`config.mk`:
```
export PLATFORM = sky130hd
export DESIGN_NAME = display_share_arbiter
export DESIGN_NICKNAME = d
export VERILOG_FILES = /design/src/rtl/display_share_arbiter.sv
export SDC_FILE = /design/constraint.sdc
export NUM_CORES = 1
export LEC_CHECK = 0
export CAP_MARGIN = 30
export CORE_MARGIN = 2
export CORE_UTILIZATION = 42
export CTS_CLUSTER_SIZE = 30
export DETAILED_ROUTE_END_ITERATION = 8
export PLACE_DENSITY = 0.81
export SLEW_MARGIN = 40
export SYNTH_ARGS = -nofsm -noshare
export SYNTH_HDL_FRONTEND = slang
export SYNTH_SLANG_ARGS = --single-unit
```
`constraint.sdc`:
```
create_clock -name CLK -period 3.4 [get_ports CLK]
set_input_delay 0.85 -clock CLK [delete_from_list [all_inputs] [get_ports CLK]]
set_output_delay 0.85 -clock CLK [all_outputs]
set_load 0.005 [all_outputs]
```
`src/rtl/display_share_arbiter.sv`:
```
// Round-robin owner of the shared 8-digit seven-segment display.
// The owner is held for a minimum dwell time, and the display is blanked for a gap on every handover.
// All outputs are registered.
module display_share_arbiter #(
   parameter int unsigned NUM_SRC    = 4,
   parameter logic [23:0] DWELL      = 24'd5000,
   parameter logic [7:0]  GAP_CYCLES = 8'd4,
   parameter int unsigned SW         = $clog2(NUM_SRC)
) (
   input  logic                    CLK,
   input  logic                    RST_N,
   input  logic [NUM_SRC-1:0]      REQ,
   input  logic [32*NUM_SRC-1:0]   HEX_BUS,
   input  logic [8*NUM_SRC-1:0]    EN_BUS,
   output logic [NUM_SRC-1:0]      GNT,
   output logic [31:0]             HEX_OUT,
   output logic [7:0]              DISP_EN_OUT,
   output logic [SW-1:0]           OWNER,
   output logic                    BUSY
);

   typedef enum logic [1:0] {StIdle, StHold, StGap} state_e;

   state_e               state, state_n;
   logic [SW-1:0]        last, last_n, owner_n, pick;
   logic [23:0]          dwell_cnt, dwell_n;
   logic [7:0]           gap_cnt, gap_n;
   logic [NUM_SRC-1:0]   gnt_n;
   logic [31:0]          hex_n;
   logic [7:0]           en_n;
   logic [31:0]          hex_arr [NUM_SRC];
   logic [7:0]           en_arr  [NUM_SRC];

   for (genvar i = 0; i < NUM_SRC; i++) begin : g_unpack
      assign hex_arr[i] = HEX_BUS[32*i +: 32];
      assign en_arr[i]  = EN_BUS[8*i +: 8];
   end

   // First requester after 'from', wrapping; 'from' itself is tried last.
   function automatic logic [SW-1:0] rr_pick(input logic [NUM_SRC-1:0] req,
                                             input logic [SW-1:0] from);
      logic [SW-1:0] win;
      logic          found;
      int unsigned   idx;
      win   = from;
      found = 1'b0;
      for (int unsigned off = 1; off <= NUM_SRC; off++) begin
         idx = (32'(from) + off) % NUM_SRC;
         if (!found && req[SW'(idx)]) begin
            found = 1'b1;
            win   = SW'(idx);
         end
      end
      return win;
   endfunction

   assign pick = rr_pick(REQ, last);

   // Next-state and next-output logic for the arbitration FSM.
   always_comb begin
      state_n = state;
      last_n  = last;
      owner_n = OWNER;
      dwell_n = dwell_cnt;
      gap_n   = gap_cnt;
      gnt_n   = GNT;
      hex_n   = HEX_OUT;
      en_n    = DISP_EN_OUT;
      case (state)
         StIdle: begin
            gnt_n = '0;
            en_n  = '0;
            if (|REQ) begin
               state_n = StHold;
               gnt_n   = NUM_SRC'(1) << pick;
               owner_n = pick;
               last_n  = pick;
               dwell_n = '0;
            end
         end
         StHold: begin
            hex_n = hex_arr[OWNER];
            en_n  = en_arr[OWNER];
            if (dwell_cnt != DWELL - 24'd1) dwell_n = dwell_cnt + 24'd1;
            // A dropped request always wins over a pending competitor.
            if (!REQ[OWNER] ||
                ((dwell_cnt == DWELL - 24'd1) && ((REQ & ~GNT) != '0))) begin
               state_n = StGap;
               gnt_n   = '0;
               en_n    = '0;
               gap_n   = '0;
            end
         end
         StGap: begin
            gnt_n = '0;
            en_n  = '0;
            if (gap_cnt == GAP_CYCLES - 8'd1) begin
               gap_n = '0;
               if (|REQ) begin
                  state_n = StHold;
                  gnt_n   = NUM_SRC'(1) << pick;
                  owner_n = pick;
                  last_n  = pick;
                  dwell_n = '0;
               end else begin
                  state_n = StIdle;
               end
            end else begin
               gap_n = gap_cnt + 8'd1;
            end
         end
         default: state_n = StIdle;
      endcase
   end

   // State and output registers with synchronous active-low reset.
   always_ff @(posedge CLK) begin
      if (!RST_N) begin
         state       <= StIdle;
         last        <= SW'(NUM_SRC - 1);
         OWNER       <= '0;
         dwell_cnt   <= '0;
         gap_cnt     <= '0;
         GNT         <= '0;
         HEX_OUT     <= '0;
         DISP_EN_OUT <= '0;
         BUSY        <= 1'b0;
      end else begin
         state       <= state_n;
         last        <= last_n;
         OWNER       <= owner_n;
         dwell_cnt   <= dwell_n;
         gap_cnt     <= gap_n;
         GNT         <= gnt_n;
         HEX_OUT     <= hex_n;
         DISP_EN_OUT <= en_n;
         BUSY        <= (state_n != StIdle);
      end
   end

endmodule

```
==> key figures, run 1 <==
Pwr
  – Cell Int Power: approximately 2500 uW
  – NetSw: 1120 uW
  – Combinational power share: 44.7%
  – Pwr dens: 510 mW/mm^2
  – Reg power frac: approximately a third
  – LEAKAGE: about 0.0025 uW
  – VDD IR max: between 0.0003 and 0.0004 V
  – Clock Power Share: 21.2%
  – Switch share: 31.0%

Synthesis
  – Compound-gate portion of the synthesized area: about 9.3%
  – Main combinational cell family by area after synthesis: multiplexers
  – Post-synthesis simple-gate area fraction: 19.7%
  – Mux contribution to synthesized area: 27.1%
  – Top-area cell type share of the netlist area: 36.2%
  – Post-synthesis sequential area ratio: 36.2%
  – Cell count after synthesis: 464
  – Largest area contributor in the netlist: dfxtp_1
  – Async SR Flop Fraction: 0%
  – Synth top area cells: dfxtp_1 (36%), mux4_2 (20%), mux2i_1 (7.0%), nor2_1 (4.5%), nand3_1 (2.8%)
  – Adder-Cell Fraction of Synth Area: 1.64%
  – Mapped Area: 0.00459 mm^2
  – Yosys warns: 0
  – Most used DFF post-synth: dfxtp_1
  – Post-Synth XOR/XNOR Area: 2.29%
  – Post-synth cell types: 49
  – Most frequent cell after synthesis: dfxtp_1
  – Post-synth EDFFs: 0
  – Syn nets: 636
  – Post-synth top cells: dfxtp_1 (83), nor2_1 (55), mux4_2 (41)
  – Synth Area per Inst: 9.89 um^2
  – Synthesized flop and latch total: 83

Hold path
  – Worst Hold Depth: 2
  – Hold crit path type: reg2reg

Detailed routing
  – Vias after detailed routing: 4505
  – DR pass1 iterations: 4
  – ANT nets after route: 0
  – Drt first-iter violations: 227
  – Via/cell ratio: 5.52
  – WL per Instance: between 15 and 20 um
  – # DRC: 0
  – WL final: 14100 um

Floorplanning
  – Die W: 109 um
  – Initial core utilization: 42.7%
  – DIE AREA: 0.0118 mm^2
  – Ports: 213
  – Chip Height: 109 um
  – Core area: about 0.011 mm^2
  – FP Rows: 38

Global routing
  – Largest net degree at the start of global routing: 42
  – Met2 Use GR: 43.3%
  – Met1 Resource Use GR: 28.4%
  – Gr ovfl total: 0
  – Number of global-route vias before repair: 4707
  – Total GRT Usage: between 20% and 30%
  – Busiest grt layer: met2
  – First-pass GRT wire length: 22400 um
  – M3 GR Usage: between 4 and 5%
  – Initial antenna violation count: 0

Worst setup path
  – CP endpoint kind: flop
  – Cell breakdown of the critical path: clkdlybuf4s50_1 -> nor4_1 -> buf_4 -> and2_1 -> nor4_2 -> nand3_2 -> or3_1 -> a21oi_1
  – CP Max Fanout: 11
  – Critical path's slowest cell: clkdlybuf4s50_1
  – Cells on worst reg2reg path: 7
  – Arrival @ worst endpoint: 3270 ps
  – Setup crit start kind: input port
  – Type of the worst setup path: in2reg
  – Worst path required time: 3680 ps
  – CP peak stage delay: 550 ps

Timing
  – Rel. slew slack: 55.0%
  – Final period util: 87.9%
  – Fin. max-slew vios: 0
  – Worst Tran Pin Value: 675 ps
  – Fin Clk Skew: around 10 ps
  – Min Tclk post-route: 2990 ps
  – Final hold vios: 0
  – Hold WS: about 460 ps
  – RSZ-0062 raised after global routing: false
  – Setup WS post-layout: 410 ps
  – Count of final setup violators: 0
  – Setup TNS: 0 ps
  – Max Freq: 334 MHz

Cells and area
  – Multi-input logic area: 0.00276 mm^2
  – Synth-to-layout area growth: 54.8%
  – Final core utilization: 66.1%
  – Reg area: 0.00166 mm^2
  – Design Area, Final: 0.00710 mm^2
  – Nets@finish: 843
  – FILL cells: 885
  – Share of cells above drive strength 1: 11.4%

Clock tree
  – CTS tree: done
  – CTS max path bufs: 2
  – Setup bufs post-CTS: 0
  – Clock Latency Late Sink: 360 ps
  – Clock sinks: 83
  – Root buffer cell: clkbuf_8
  – CTS Buf Count: 9
  – H-tree Lvls: 3
  – Clk slew on worst S/H paths: 80 ps
  – Hold_buf cts: 0

Placement
  – Place WS: -8.78 ps
  – Final GP Congestion: between 0.8 and 0.9
  – Area after DPL: 0.00687 mm^2
  – Port Buffers: approximately 210
  – Post-DP HPWL: roughly 11000 um

Job
  – Max Cap Viol: 0

Status
  – Status: finished, final reports clean
==> worst paths after layout <==
path / start / endpoint / slack [ps]
setup / recovery: REQ[1] / dwell_cnt[21]$_SDFFE_PN0P_ / 410
hold reg to reg: DISP_EN_OUT[6]$_SDFFE_PN0N_ / DISP_EN_OUT[6]$_SDFFE_PN0N_ / 460
hold / removal: DISP_EN_OUT[6]$_SDFFE_PN0N_ / DISP_EN_OUT[6]$_SDFFE_PN0N_ / 460
setup reg to reg: gap_cnt[0]$_SDFFE_PN0P_ / dwell_cnt[21]$_SDFFE_PN0P_ / 410
==> cells in the final DEF, fill, tap and decap left out, types with 2 or more instances in the layout <==
master / instances
clkdlybuf4s50_1: 212
dfxtp_1: 81
nor2_1: 55
mux4_2: 41
mux2i_1: 32
nand2_1: 30
o21ai_0: 26
nand3_1: 25
a21oi_1: 22
inv_1: 16
xor2_1: 11
buf_4: 11
clkbuf_8: 10
or3_1: 9
and3_1: 7
nand4_1: 6
nand2b_1: 6
nor4_1: 5
and2_1: 5
ha_1: 5
nor3_1: 4
a32o_1: 4
and4_1: 4
nand4b_1: 3
nand3b_1: 3
a31oi_1: 3
o211ai_1: 3
or4_1: 3
clkbuf_1: 3
dfxtp_2: 2
nor4_2: 2
or2_2: 2
nand3_2: 2
bufinv_16: 2
==> sequential cells by signal, summed over array words and instances (netlist names) <==
| register | cells |
|---|---|
| dwell_cnt | 24 |
| last | 2 |
| state | 2 |
| BUSY | 1 |
| OWNER | 2 |
| gap_cnt | 8 |
| DISP_EN_OUT | 8 |
| HEX_OUT | 32 |
| GNT | 4 |
==> through the flow <==
stage | total power [uW] | cells
floorplan | 2180 | 464
global placement | 2800 | 799
detailed placement | 2850 | 799
CTS | 3620 | 814
global route | 3810 | 815
finish | 3620 | 816
==> critical path: cells and delay by family <==
kind / cells / cell delay [ps]
buffers and inverters: 2 / 710
and+or+nand+nor: 5 / 1550
AOI/OAI and AO/OA: 1 / 150
==> routing by layer <==
layer  up-vias  share of wire [%]
li1       2132                  -
met1      2172                 40
met2       173                 53
met3        28                5.1
met4         0                2.0
met5         -                  0
==> layout make-up <==
type	instances	share of cell area, %
inverters	17	0.898
clock buffers	13	2.10
multi-input cells	336	38.9
repair buffers	224	31.3
well taps	140	2.47
diodes	1	0.0352
clock inverters	2	0.846
flip-flops and latches	83	23.4
==> power by group through the flow <==
stage / combinational, uW / sequential [uW] / clock (uW)
floorplan: 942 / 1240 / 0
global placement: 1560 / 1240 / 0
detailed placement: 1600 / 1250 / 0
CTS: 1610 / 1230 / 777
global route: 1740 / 1250 / 825
finish: 1620 / 1230 / 769
==> cell families (layout without fill, tap and decap cells) <==
logic type | Yosys count | count (layout)
compound gates | 69 | 69
xor+xnor | 12 | 12
fa+ha+maj | 6 | 6
buf+inv | 45 | 256
flops | 83 | 83
mux | 73 | 73
other cells | 0 | 1
simple gates | 176 | 176
==> repair_timing <==
item | 4_1_cts | 5_1_grt
endpoints found under the hold margin | 0 | 0
resized for setup | 0 | 1
setup endpoints to repair | 0 | 2
(Power assumes the default switching activity.)
==> inputs of run 2 (changes only) <==
Settings changed: TNS_END_PERCENT set to 50.
==> results of run 2 <==
Same layout as run 1: the final DEF is identical, and so are final timing and power.
